### src/rtl/alu_issue_stage.sv
// Turns a MIPS instruction word plus register read data into ALU opcode/operands behind a 2-entry skid buffer.
// Optional macro ALU_ISSUE_ILLEGAL_STALL_EN: an accepted illegal instruction blocks input until flush or reset.
module alu_issue_stage #(
  parameter int         N          = 31,
  parameter logic [5:0] ILLEGAL_OP = 6'b111111
) (
  input  logic        clk,
  input  logic        rst_n,
  input  logic        flush,
  input  logic        in_valid,
  output logic        in_ready,
  input  logic [31:0] instr,
  input  logic [N:0]  rs_data,
  input  logic [N:0]  rt_data,
  output logic        out_valid,
  input  logic        out_ready,
  output logic [N:0]  alu_a,
  output logic [N:0]  alu_b,
  output logic [5:0]  alu_op,
  output logic        illegal
);

  typedef struct packed {
    logic [N:0] a;
    logic [N:0] b;
    logic [5:0] op;
    logic       ill;
  } entry_t;

  typedef enum logic [1:0] {EMPTY, ONE, TWO} state_t;

  state_t     state_p1, state_nxt;
  entry_t     dec_p0, head_p1, skid_p1, head_nxt, skid_nxt;
  logic       trap_p1, trap_nxt, rdy_nxt, acc_in, acc_out;
  logic [5:0] opc, fn;
  logic [N:0] zimm, simm, lui_b;
  logic       unused_fields;

  function automatic entry_t mk(input logic [5:0] op, input logic [N:0] a, input logic [N:0] b);
    entry_t e;
    e.op  = op;
    e.a   = a;
    e.b   = b;
    e.ill = 1'b0;
    return e;
  endfunction

  assign opc           = instr[31:26];
  assign fn            = instr[5:0];
  assign unused_fields = ^instr[25:16];

  // Stage p0: decode on the input side
  always_comb begin
    zimm         = '0;
    zimm[15:0]   = instr[15:0];
    simm         = {(N+1){instr[15]}};
    simm[15:0]   = instr[15:0];
    lui_b        = '0;
    lui_b[10:6]  = 5'd16;
    dec_p0.a     = '0;
    dec_p0.b     = '0;
    dec_p0.op    = ILLEGAL_OP;
    dec_p0.ill   = 1'b1;
    case (opc)
      6'b000000:
        case (fn)
          6'b100001, 6'b100011, 6'b100100, 6'b100101,
          6'b100110, 6'b100111, 6'b101010: dec_p0 = mk(fn, rs_data, rt_data);
          6'b000000, 6'b000010, 6'b000011: dec_p0 = mk(fn, rt_data, zimm);
          6'b000100, 6'b000110, 6'b000111: dec_p0 = mk(fn, rt_data, rs_data);
          default: ;
        endcase
      6'b001001: dec_p0 = mk(6'b100001, rs_data, simm);
      6'b001010: dec_p0 = mk(6'b101010, rs_data, simm);
      6'b001100: dec_p0 = mk(6'b100100, rs_data, zimm);
      6'b001101: dec_p0 = mk(6'b100101, rs_data, zimm);
      6'b001110: dec_p0 = mk(6'b100110, rs_data, zimm);
      // LUI is issued as SLL of the immediate by 16
      6'b001111: dec_p0 = mk(6'b000000, zimm, lui_b);
      default: ;
    endcase
  end

  assign acc_in  = in_valid & in_ready;
  assign acc_out = out_valid & out_ready;

  always_comb begin
    state_nxt = state_p1;
    head_nxt  = head_p1;
    skid_nxt  = skid_p1;
    trap_nxt  = trap_p1;
    rdy_nxt   = 1'b1;
    case (state_p1)
      EMPTY: if (acc_in) begin
        state_nxt = ONE;
        head_nxt  = dec_p0;
      end
      ONE: begin
        if (acc_in && !acc_out) begin
          state_nxt = TWO;
          skid_nxt  = dec_p0;
        end else if (acc_in && acc_out) begin
          head_nxt  = dec_p0;
        end else if (acc_out) begin
          state_nxt = EMPTY;
        end
      end
      TWO: if (acc_out) begin
        state_nxt = ONE;
        head_nxt  = skid_p1;
      end
      default: state_nxt = EMPTY;
    endcase
`ifdef ALU_ISSUE_ILLEGAL_STALL_EN
    if (acc_in && dec_p0.ill) trap_nxt = 1'b1;
`endif
    if (flush) begin
      state_nxt = EMPTY;
      trap_nxt  = 1'b0;
    end
    rdy_nxt = (state_nxt != TWO) && !trap_nxt;
  end

  // Stage p1: head/skid registers drive every output
  always_ff @(posedge clk or negedge rst_n) begin
    if (!rst_n) begin
      state_p1 <= EMPTY;
      in_ready <= 1'b1;
      trap_p1  <= 1'b0;
      head_p1  <= '0;
      skid_p1  <= '0;
    end else begin
      state_p1 <= state_nxt;
      in_ready <= rdy_nxt;
      trap_p1  <= trap_nxt;
      head_p1  <= head_nxt;
      skid_p1  <= skid_nxt;
    end
  end

  assign out_valid = (state_p1 != EMPTY);
  assign alu_a     = head_p1.a;
  assign alu_b     = head_p1.b;
  assign alu_op    = head_p1.op;
  assign illegal   = head_p1.ill;

endmodule

### config.mk
export PLATFORM = sky130hd
export DESIGN_NAME = alu_issue_stage
export DESIGN_NICKNAME = d
export VERILOG_FILES = /design/src/rtl/alu_issue_stage.sv
export SDC_FILE = /design/constraint.sdc
export NUM_CORES = 1
export LEC_CHECK = 0
export ABC_CLOCK_PERIOD_IN_PS = 4760
export CAP_MARGIN = 30
export CORE_MARGIN = 2
export CORE_UTILIZATION = 43
export DETAILED_ROUTE_END_ITERATION = 8
export PLACE_DENSITY_LB_ADDON = 0.25
export SLEW_MARGIN = 20
export SYNTH_ARGS = -nofsm -noshare
export SYNTH_HDL_FRONTEND = slang
export SYNTH_SLANG_ARGS = --single-unit
export TNS_END_PERCENT = 50
### constraint.sdc
create_clock -name clk -period 4.76 [get_ports clk]
set_clock_uncertainty 0.1 [all_clocks]
set_input_delay 0.476 -clock clk [delete_from_list [all_inputs] [get_ports clk]]
set_output_delay 0.476 -clock clk [all_outputs]
set_load 0.05 [all_outputs]
==> results of run 1 <==
-- report_power, final --
group | internal (mW) | switching (mW)
Sequential | 1.41 | 0.0931
Combinational | 0.356 | 0.608
Clock | 0.875 | 0.522
Total | 2.64 | 1.22
-- state kept, by name (all words and copies together) (netlist names) --
signal / cells
skid_p1: 71
state_p1: 2
alu_op: 6
illegal: 1
in_ready: 1
alu_a: 32
trap_p1: 1
alu_b: 32
-- cell usage after synthesis (all sizes together), types with 2 or more instances --
library cell | number | area share (%)
a22oi | 26 | 2.6
dfrtp | 145 | 49
a22o | 51 | 6.0
mux2i | 10 | 1.3
buf | 26 | 2.1
and3 | 2 | 0.17
a31oi | 27 | 2.3
nor4 | 2 | 0.37
nor2b | 7 | 0.59
nand2b | 5 | 0.42
o2bb2ai | 10 | 1.2
a211oi | 20 | 2.1
o211ai | 2 | 0.20
o22a | 2 | 0.24
nor3 | 2 | 0.13
nand2 | 89 | 4.5
a32o | 4 | 0.54
a21oi | 89 | 6.5
nand3b | 3 | 0.30
nand4b | 2 | 0.24
clkbuf | 50 | 2.5
a221oi | 2 | 0.24
and2 | 2 | 0.17
nand3 | 4 | 0.27
a21o | 2 | 0.20
nor2 | 70 | 3.6
or2 | 2 | 0.17
or3 | 11 | 0.93
o22ai | 25 | 2.1
o21ai | 96 | 6.5
-- worst max-delay path, stage by stage --
cell and delay (ns):
clkdlybuf4s50_1 0.62, or3b_1 0.46, or4b_1 0.85, and2_1 0.62, a21oi_2 0.26
-- routing by layer --
layer | wire (um) | up-vias | global-route usage, %
met4 | 589 | 0 | 9.55
met1 | 10400 | 3290 | 35.9
li1 | - | 3257 | -
met3 | 1250 | 43 | 6.51
met2 | 10400 | 213 | 37.3
met5 | 0 | - | 0
-- cell families (layout without fill, tap and decap cells) --
logic type / Yosys count / count (layout) / synth area share, %
simple gates: 209 / 209 / 12.8
flops: 146 / 146 / 49.3
mux: 10 / 10 / 1.35
compound gates: 365 / 365 / 31.8
xor+xnor: 1 / 1 / 0.118
buf+inv: 76 / 214 / 4.65
-- layout make-up --
class                      instances  area [sq um]  share of cell area [%]
clock buffer                      22           484                    4.90
clock inverter                     8           126                    1.28
multi-input combinational        585          3470                    35.1
sequential                       146          3650                    37.0
tap                              225           282                    2.85
timing repair buffer             184          1860                    18.8
-- through the flow --
stage	cell area (sq um)	power (mW)
2_1_floorplan	7420	2.09
3_3_place_gp	9150	2.46
3_5_place_dp	9200	2.48
4_1_cts	9820	3.88
5_1_grt	9880	4.02
6_report	9880	3.86
-- layout by cell type (no fill, tap or decap), drive strengths merged, types with 3 or more instances in the layout --
| cell type | n |
|---|---|
| a211oi | 20 |
| clkinvlp | 3 |
| or3 | 11 |
| o2bb2ai | 10 |
| o21ai | 96 |
| mux2i | 10 |
| a32o | 4 |
| a31oi | 27 |
| nand3b | 3 |
| nand2 | 89 |
| buf | 20 |
| o22ai | 25 |
| clkbuf | 23 |
| nor2b | 7 |
| bufinv | 3 |
| nand2b | 5 |
| dfrtp | 145 |
| a22oi | 26 |
| a21oi | 89 |
| a22o | 51 |
| clkdlybuf4s50 | 162 |
| nor2 | 70 |
| nand3 | 4 |
-- what timing repair did --
item,CTS,global route
hold buffers,1,0
gates resized for setup,0,0
setup endpoints to repair,0,0
hold endpoints to repair,47,0
-- worst max-delay path by stage --
stage | start | endpoint | slack, ns | cells past startpoint
final | instr[29] | alu_b[29]$_DFFE_PN0P_ | 1.71 | 5
after global routing | instr[26] | alu_b[20]$_DFFE_PN0P_ | 1.55 | 6
after CTS | instr[29] | alu_b[29]$_DFFE_PN0P_ | 1.76 | 5
after detailed placement | instr[29] | alu_b[16]$_DFFE_PN0P_ | 1.29 | 5
after global placement | instr[29] | alu_b[18]$_DFFE_PN0P_ | 1.30 | 5
after floorplan | instr[29] | alu_b[22]$_DFFE_PN0P_ | 2.48 | 8
==> results.md, run 1 <==
* Run status: finished, final reports clean
* DRC violation count after routing at 0
* Max-Slew Margin vs Limit at 38.3%
* Largest net degree at the start of global routing at 69
* Fin crit share at 64.0%
* Number of core rows at 48
* Async S/R FF share, synth at 100%
* Flop and latch count out of synthesis at 146
* Inst Count DP at 1136
* Number of buffers created by CTS at 17
* DRT Wirelength at 22700 um
* Final critical-path setup slack at 1.71 ns
* Max FO, Critical Path at 17
* Reg2reg setup slack at 2.45 ns
* Final nets at 1035
* Post-CTS repair timing setup buffer count at 0
* Die width at 135 um
* Maximum Capacitance Violations at 0
* Maximum frequency from static timing analysis at 328 MHz
* Worst hold endpoint: skid_p1[41]$_DFFE_PN0P_
* Final Slew Violations at 0
* Critical Path Start Type: input pin
* Total number of vias at 6803
* Cells after Synth at ~800
* Commonest register cell after synthesis: dfrtp_1
* GRT Util Overall at 25.3%
* Distinct cell type count after synthesis at 58
* H-tree levels at 4
* Post-placement worst setup slack at 1.29 ns
* Antenna violations before repair at 0
* Final setup TNS at 0 ns
* Min-Delay Startpoint: skid_p1[41]$_DFFE_PN0P_
* Clk buf depth at 2
* Synthesized area per cell at 9.19 sq um
* Avg Vias per Cell at 5.81
* Leakage power at 3.87 nW
* Total nets after synthesis at 908
* Initial core utilization at 43.5%
* Unrepaired setup endpoints after global routing: no
* Synth Warn # at 0
* Critical path required time at about 5.0 ns
* Fraction of the core area covered by cells at the end of the flow at just under 60%
* Final antenna diode count at 0
* Depth of the most critical reg-to-reg path at 6
* Number of port buffers at 163
* Sequential area share after synthesis at 49.3%
* Peak supply drop at approximately 0.26 mV
* Final std cells w/o fill at 1170
* Classification of the worst-slack hold path: flop to flop
* Data arrival time of the critical path at 3.30 ns
* Antenna-violating nets left at 0
* Cell depth of the worst min-delay path at 2
* TritonCTS clock tree: built
* Filler cell count in the final layout at 1546
* Reg clk slew, reported paths at 0.06 ns
* Critical register-to-register path endpoint: alu_b[24]$_DFFE_PN0P_
* Area of the mapped netlist at 0.00742 sq mm
* CP Class: input pin to flop
* Weighted congestion at the end of routability-driven global placement at ~0.87
* RR Startpoint: state_p1[1]$_DFF_PN0_
* Skew-Pair Late Insertion Delay at 0.43 ns
* Number of flops mapped to enable cells by yosys at 0
* Post-route minimum period at slightly above 3 ns
* Ports placed on the boundary at 174
* Signed area change from the synthesized netlist to the final layout at 33.1%
* Number of DRC markers in iteration 0 at around 540
* Placeable Area at 0.0171 sq mm
* Total congestion overflow after global routing at 0
* Clk Tree Root Cell: clkbuf_16
* Measured slew at the worst slew-check pin at a little over 0.9 ns
* Number of global-route vias before repair at 6548
* Die footprint at 0.0183 sq mm
* DIE HEIGHT at 135 um
* Final-report setup violation count at 0
* Share of cells above drive strength 1 at 8.04%
* Power density cells at approximately 390 mW/mm^2
* Avg WL per Cell at 19.4 um
* 1st-pass router iterations at 5
* Crit path capture type: flop
* Global-route wire length before repair at 35800 um
* Sink count of the clock tree at 146
* Total half-perimeter wirelength after legalization and detailed placement at ~15000 um
* Final hold violation count at 0
* Fin Hold WS at around 0.37 ns
Note: power is estimated with default switching activity, not from simulation.
==> run 2, diff against run 1 <==
- ABC_CLOCK_PERIOD_IN_PS: 4760 -> 2700
- clock period: 4.76 -> 2.7 ns (I/O delays scaled with it)
==> results.md, run 2 (synthesized netlist as in run 1, its figures left out) <==
* Critical register-to-register path endpoint: alu_a[31]$_DFFE_PN0P_ (was alu_b[24]$_DFFE_PN0P_)
* Die width at 135 um (unchanged)
* Number of global-route vias before repair at 6667 (was 6548)
* H-tree levels at 4 (unchanged)
* DIE HEIGHT at 135 um (unchanged)
* Final hold violation count at 0 (unchanged)
* Number of core rows at 48 (unchanged)
* Antenna violations before repair at 0 (unchanged)
* Post-cts repair resize count at 0 (unchanged)
* Maximum Capacitance Violations at 0 (unchanged)
* Critical Path Start Type: flop (was input pin)
* Depth of the most critical reg-to-reg path at 5 (was 6)
* Final Slew Violations at 0 (unchanged)
* Avg Vias per Cell at 5.75 (was 5.81)
* Commonest cells after routing, fill and taps aside: clkdlybuf4s50_1 (162), dfrtp_1 (145), o21ai_0 (94), nand2_1 (88), a21oi_1 (79) (unchanged)
* Most flop-heavy register: skid_p1 (unchanged)
* CP Class: flop to primary output (was input pin to flop)
* Measured slew at the worst slew-check pin at 0.655 ns (was 0.925 ns)
* Initial core utilization at 43.5% (unchanged)
* Final setup TNS at 0 ns (unchanged)
* Final nets at 1055 (was 1035)
* Largest net degree at the start of global routing at 70 (was 69)
* Critical Path Start: state_p1[1]$_DFF_PN0_ (was instr[29])
* Slowest stage cell, crit path: clkdlybuf4s50_1 (was or4b_1)
* Maximum frequency from static timing analysis at 437 MHz
* Final-report setup violation count at 0 (unchanged)
* Flip-flop count of the largest register, all copies and words added at 71 (unchanged)
* TritonCTS clock tree: built (unchanged)
* Post-CTS repair timing setup buffer count at 0 (unchanged)
* Global-route wire length before repair at 36000 um (was 35800 um)
* GRT Util Overall at 25.2% (was 25.3%)
* 1st-pass router iterations at 5 (unchanged)
* Sink count of the clock tree at 146 (unchanged)
* Final std cells w/o fill at 1192 (was 1170)
* Reg2reg setup slack at 0.43 ns (was 2.45 ns)
* Total number of vias at 6856 (was 6803)
* Classification of the worst-slack hold path: input pin to asynchronous set/reset pin (was flop to flop)
* Ports placed on the boundary at 174 (unchanged)
* Reg clk slew, reported paths at 0.06 ns (about the same)
* Die footprint at 0.0183 sq mm (unchanged)
* Placeable Area at 0.0171 sq mm (unchanged)
* DRT Wirelength at 22400 um (was 22700 um)
* Max-Slew Margin vs Limit at 56.2% (was 38.3%)
* Avg WL per Cell at 18.8 um (was 19.4 um)
* Worst path max stage delay at 0.71 ns (was 0.85 ns)
* Critical path required time at 2.33 ns (was 5.01 ns)
* Post-route minimum period at roughly 2.3 ns
* Fin crit share at 84.7%
* Fin Hold WS at 0.328 ns (was 0.370 ns)
* Clk Tree Root Cell: clkbuf_16 (unchanged)
* Weighted congestion at the end of routability-driven global placement at 0.906 (was 0.870)
* Final antenna diode count at 0 (unchanged)
* Unrepaired setup endpoints after global routing: no (unchanged)
* Total congestion overflow after global routing at 0 (unchanged)
* RR Startpoint: in_ready$_DFF_PN1_ (was state_p1[1]$_DFF_PN0_)
* Total half-perimeter wirelength after legalization and detailed placement at 15400 um (was 15100 um)
* Signed area change from the synthesized netlist to the final layout at 35.5% (was 33.1%)
* Skew-Pair Late Insertion Delay at 0.42 ns (was 0.43 ns)
* DRC violation count after routing at 0 (unchanged)
* Crit path capture type: primary output (was flop)
* Number of port buffers at 163 (unchanged)
* Capturing element of the worst setup path: out_valid (was alu_b[29]$_DFFE_PN0P_)
* Data arrival time of the critical path at 1.92 ns (was 3.30 ns)
* Peak supply drop at 0.467 mV (was 0.256 mV)
* Most common cell after layout, fill and taps aside: clkdlybuf4s50_1 (unchanged)
* Number of DRC markers in iteration 0 at 565 (was 537)
* Power density cells at 675 mW/mm^2 (was 391 mW/mm^2)
* Run status: finished, final reports clean (unchanged)
* Inst Count DP at 1159 (was 1136)
* Clk buf depth at 2 (unchanged)
* Max FO, Critical Path at 9 (was 17)
* Share of cells above drive strength 1 at 10.0% (was 8.04%)
* Fraction of the core area covered by cells at the end of the flow at 58.9% (was 57.9%)
* Cell chain of the critical path: or2_2 -> clkdlybuf4s50_1 (was clkdlybuf4s50_1 -> or3b_1 -> or4b_1 -> and2_1 -> a21oi_2)
* Leakage power at 3.98 nW (was 3.87 nW)
* Number of buffers created by CTS at 17 (unchanged)
* Antenna-violating nets left at 0 (unchanged)
run 2: cell types whose count changed in the layout (fill, tap and decap cells not counted), sizes merged:
cell	delta
clkbuf	-3
clkinvlp	-1
clkinv	+4
inv	+1
buf	+21
run 2: power by group:
group          switching (mW)  internal (mW)  leakage [nW]  total, mW
sequential              0.164           2.48          1.85       2.64
clock                   0.946           1.48         0.291       2.43
combinational            1.07          0.643          1.83       1.71
run 2: cell type report:
type / count / area, sq um
fillers: 1519 / 7000
flip-flops and latches: 146 / 3650
multi-input cells: 585 / 3470
repair buffers: 204 / 2040
clock buffers: 20 / 447
well taps: 225 / 282
clock inverters: 12 / 155
run 2: critical path: cells and delay by family (launching register included):
family | cells | cell delay [ns]
buffers and inverters | 1 | 0.71
flip-flops | 1 | 0.45
AND/OR/NAND/NOR | 1 | 0.34
run 2: worst min path at each step:
stage / depth (start not counted) / end / slack [ns] / start
floorplan: 0 / alu_a[0]$_DFFE_PN0P_ / -0.13 / rst_n
global placement: 1 / alu_b[30]$_DFFE_PN0P_ / 0.22 / rst_n
detailed placement: 1 / alu_b[21]$_DFFE_PN0P_ / 0.22 / rst_n
CTS: 2 / alu_b[24]$_DFFE_PN0P_ / 0.35 / rst_n
global route: 2 / state_p1[0]$_DFF_PN0_ / 0.37 / flush
finish: 2 / alu_b[24]$_DFFE_PN0P_ / 0.33 / rst_n
run 2: stage by stage:
step                      area [sq um]  setup slack (ns)  total power [mW]
after floorplan                   7420             0.626              3.69
after global placement            9440             0.159              4.37
after detailed placement          9440            0.0904              4.39
after CTS                        10100             0.405              6.83
after global routing             10100             0.306              7.08
final                            10100             0.414              6.78
run 2: per-layer routing:
layer / routed length [um] / vias to the layer above / GRT usage, %
li1: - / 3294 / -
met1: 10100 / 3300 / 36.4
met2: 10500 / 222 / 38.3
met3: 1280 / 40 / 4.94
met4: 579 / 0 / 8.33
met5: 0 / - / 0
run 2: what timing repair did:
action,4_1_cts,5_1_grt
hold endpoints to repair,66,0
endpoints found under the setup margin,0,0
hold buffers,1,0
==> run 3, diff against run 2 <==
- ABC_CLOCK_PERIOD_IN_PS: 2700 -> 2180
- clock period: 2.7 -> 2.18 ns (I/O delays scaled with it)
==> results.md, run 3 (synthesized netlist as in run 1, its figures left out) <==
* Final Slew Violations at 0 (unchanged)
* Global-route wire length before repair at 37300 um (was 36000 um)
* Post-placement worst setup slack at -0.238 ns (was 0.0904 ns)
* Final-report setup violation count at 0 (unchanged)
* Critical Path Start: instr[1] (was state_p1[1]$_DFF_PN0_)
* Maximum Capacitance Violations at 0 (unchanged)
* Data arrival time of the critical path at 2.32 ns (was 1.92 ns)
* Signed area change from the synthesized netlist to the final layout at 43.3% (was 35.5%)
* DRC violation count after routing at 0 (unchanged)
* Capturing element of the worst setup path: skid_p1[11]$_DFFE_PN0P_ (was out_valid)
* Unrepaired setup endpoints after global routing: no (unchanged)
* Final std cells w/o fill at 1241 (was 1192)
* Depth of the most critical reg-to-reg path at 5 (unchanged)
* Placeable Area at 0.0171 sq mm (unchanged)
* Fin crit share at 95.1%
* Antenna violations before repair at 0 (unchanged)
* Classification of the worst-slack hold path: input pin to asynchronous set/reset pin (unchanged)
* TritonCTS clock tree: built (unchanged)
* Die footprint at 0.0183 sq mm (unchanged)
* Peak supply drop at 0.615 mV (was 0.467 mV)
* Reg clk slew, reported paths at 0.06 ns (about the same)
* Number of DRC markers in iteration 0 at 616 (was 565)
* Post-route minimum period at 2.07 ns
* Initial core utilization at 43.5% (unchanged)
* Die width at 135 um (unchanged)
* Avg Vias per Cell at 5.78 (was 5.75)
* Cell chain of the critical path: clkdlybuf4s50_1 -> nor4bb_1 -> o21a_2 -> buf_12 -> a32o_1 -> a31oi_1 -> buf_4 -> o21ai_0 (was or2_2 -> clkdlybuf4s50_1)
* Most flop-heavy register: skid_p1 (unchanged)
* Max FO, Critical Path at 23 (was 9)
* Final antenna diode count at 0 (unchanged)
* Largest net degree at the start of global routing at 61 (was 70)
* Maximum frequency from static timing analysis at 482 MHz
* CP Class: input pin to flop (was flop to primary output)
* Total number of vias at 7167 (was 6856)
* Most Used Layer, Global Route: met2 (unchanged)
* Total half-perimeter wirelength after legalization and detailed placement at 16700 um (was 15400 um)
* Weighted congestion at the end of routability-driven global placement at 0.915 (was 0.906)
* Power density cells at 849 mW/mm^2 (was 675 mW/mm^2)
* Skew-Pair Late Insertion Delay at 0.42 ns (about the same)
* Number of buffers created by CTS at 17 (unchanged)
* Worst path max stage delay at 0.55 ns (was 0.71 ns)
* Share of cells above drive strength 1 at 14.3% (was 10.0%)
* Clk Tree Root Cell: clkbuf_16 (unchanged)
* Antenna-violating nets left at 0 (unchanged)
* Critical path required time at 2.42 ns (was 2.33 ns)
* Number of port buffers at 163 (unchanged)
* Most common cell after layout, fill and taps aside: clkdlybuf4s50_1 (unchanged)
* Global Route met1 Usage at 36.7% (was 36.4%)
* 1st-pass router iterations at 5 (unchanged)
* Number of core rows at 48 (unchanged)
* DIE HEIGHT at 135 um (unchanged)
* Total power at 9.03 mW (was 6.78 mW)
* Final critical-path setup slack at 0.106 ns (was 0.414 ns)
* GR Util met3 at 5.31% (was 4.94%)
* Reg2reg setup slack at 0.38 ns (was 0.43 ns)
* Fin Hold WS at 0.169 ns (was 0.328 ns)
* H-tree levels at 4 (unchanged)
* Met2 routing resource usage after global routing at 40.4% (was 38.3%)
* Total congestion overflow after global routing at 0 (unchanged)
* Run status: finished, final reports clean (unchanged)
* Fraction of the core area covered by cells at the end of the flow at 62.3% (was 58.9%)
* Ports placed on the boundary at 174 (unchanged)
* Number of global-route vias before repair at 6991 (was 6667)
* DRT Wirelength at 23600 um (was 22400 um)
* Commonest cells after routing, fill and taps aside: clkdlybuf4s50_1 (160), dfrtp_1 (145), o21ai_0 (94), nand2_1 (88), a21oi_1 (79) (was clkdlybuf4s50_1 (162), dfrtp_1 (145), o21ai_0 (94), nand2_1 (88), a21oi_1 (79))
* Slowest stage cell, crit path: clkdlybuf4s50_1 (unchanged)
* Leakage power at 4.31 nW (was 3.98 nW)
* RR Startpoint: in_ready$_DFF_PN1_ (unchanged)
* Inst Count DP at 1208 (was 1159)
* Crit path capture type: flop (was primary output)
* Final nets at 1104 (was 1055)
* Max-Slew Margin vs Limit at 53.7% (was 56.2%)
* Avg WL per Cell at 19.0 um (was 18.8 um)
* Flip-flop count of the largest register, all copies and words added at 71 (unchanged)
* Post-CTS repair timing setup buffer count at 0 (unchanged)
* Sink count of the clock tree at 146 (unchanged)
* Critical register-to-register path endpoint: skid_p1[36]$_DFFE_PN0P_ (was alu_a[31]$_DFFE_PN0P_)
* GRT Util Overall at 26.4% (was 25.2%)
* Filler cell count in the final layout at 1484 (was 1519)
* Final hold violation count at 0 (unchanged)
* Clk buf depth at 2 (unchanged)
* Critical Path Start Type: input pin (was flop)
* Measured slew at the worst slew-check pin at 0.692 ns (was 0.655 ns)
==> run 3: worst min-delay path by stage <==
| stage | from | endpoint | slack [ns] |
|---|---|---|---|
| after floorplan | rst_n | alu_a[0]$_DFFE_PN0P_ | -0.18 |
| after global placement | rst_n | alu_b[30]$_DFFE_PN0P_ | 0.06 |
| after detailed placement | rst_n | alu_b[29]$_DFFE_PN0P_ | 0.05 |
| after CTS | rst_n | alu_b[29]$_DFFE_PN0P_ | 0.17 |
| after global routing | rst_n | alu_b[30]$_DFFE_PN0P_ | 0.21 |
| final | rst_n | alu_b[30]$_DFFE_PN0P_ | 0.17 |
==> run 3: area by class of cell <==
type                            instances  area, sq um  share of cell area [%]
Timing Repair Buffer                  253         2510                    23.6
Clock inverter                          8          219                    2.06
Tap cell                              225          282                    2.65
Clock buffer                           24          492                    4.63
Sequential cell                       146         3650                    34.4
Multi-Input combinational cell        585         3470                    32.7
==> run 3: metrics by stage <==
step	area [sq um]	setup TNS [ns]
2_1_floorplan	7420	0
3_3_place_gp	9910	-21.32
3_5_place_dp	9910	-22.00
4_1_cts	10600	0
5_1_grt	10600	0
6_report	10600	0
==> run 3: power breakdown <==
group          switching, mW  internal, mW  total, mW
sequential             0.212          3.07       3.28
combinational           1.35         0.867       2.21
clock                   1.14          2.39       3.53
total                   2.70          6.33       9.03
==> run 3: routing by layer <==
metal | wire, um | vias up
met5 | 0 | -
met4 | 756 | 0
met3 | 1300 | 55
met2 | 10800 | 248
met1 | 10700 | 3473
li1 | - | 3391
==> run 3: timing repair <==
action | in CTS | in global routing
setup endpoints to repair | 1 | 1
endpoints found under the hold margin | 122 | 0
hold buffers | 1 | 0
pin swaps | 0 | 0
gates resized for setup | 1 | 1
==> run 3: critical path: cells and delay by family <==
kind	cells	cell delay [ns]
compound gates	4	0.74
simple gates	1	0.42
buf+inv	3	0.92
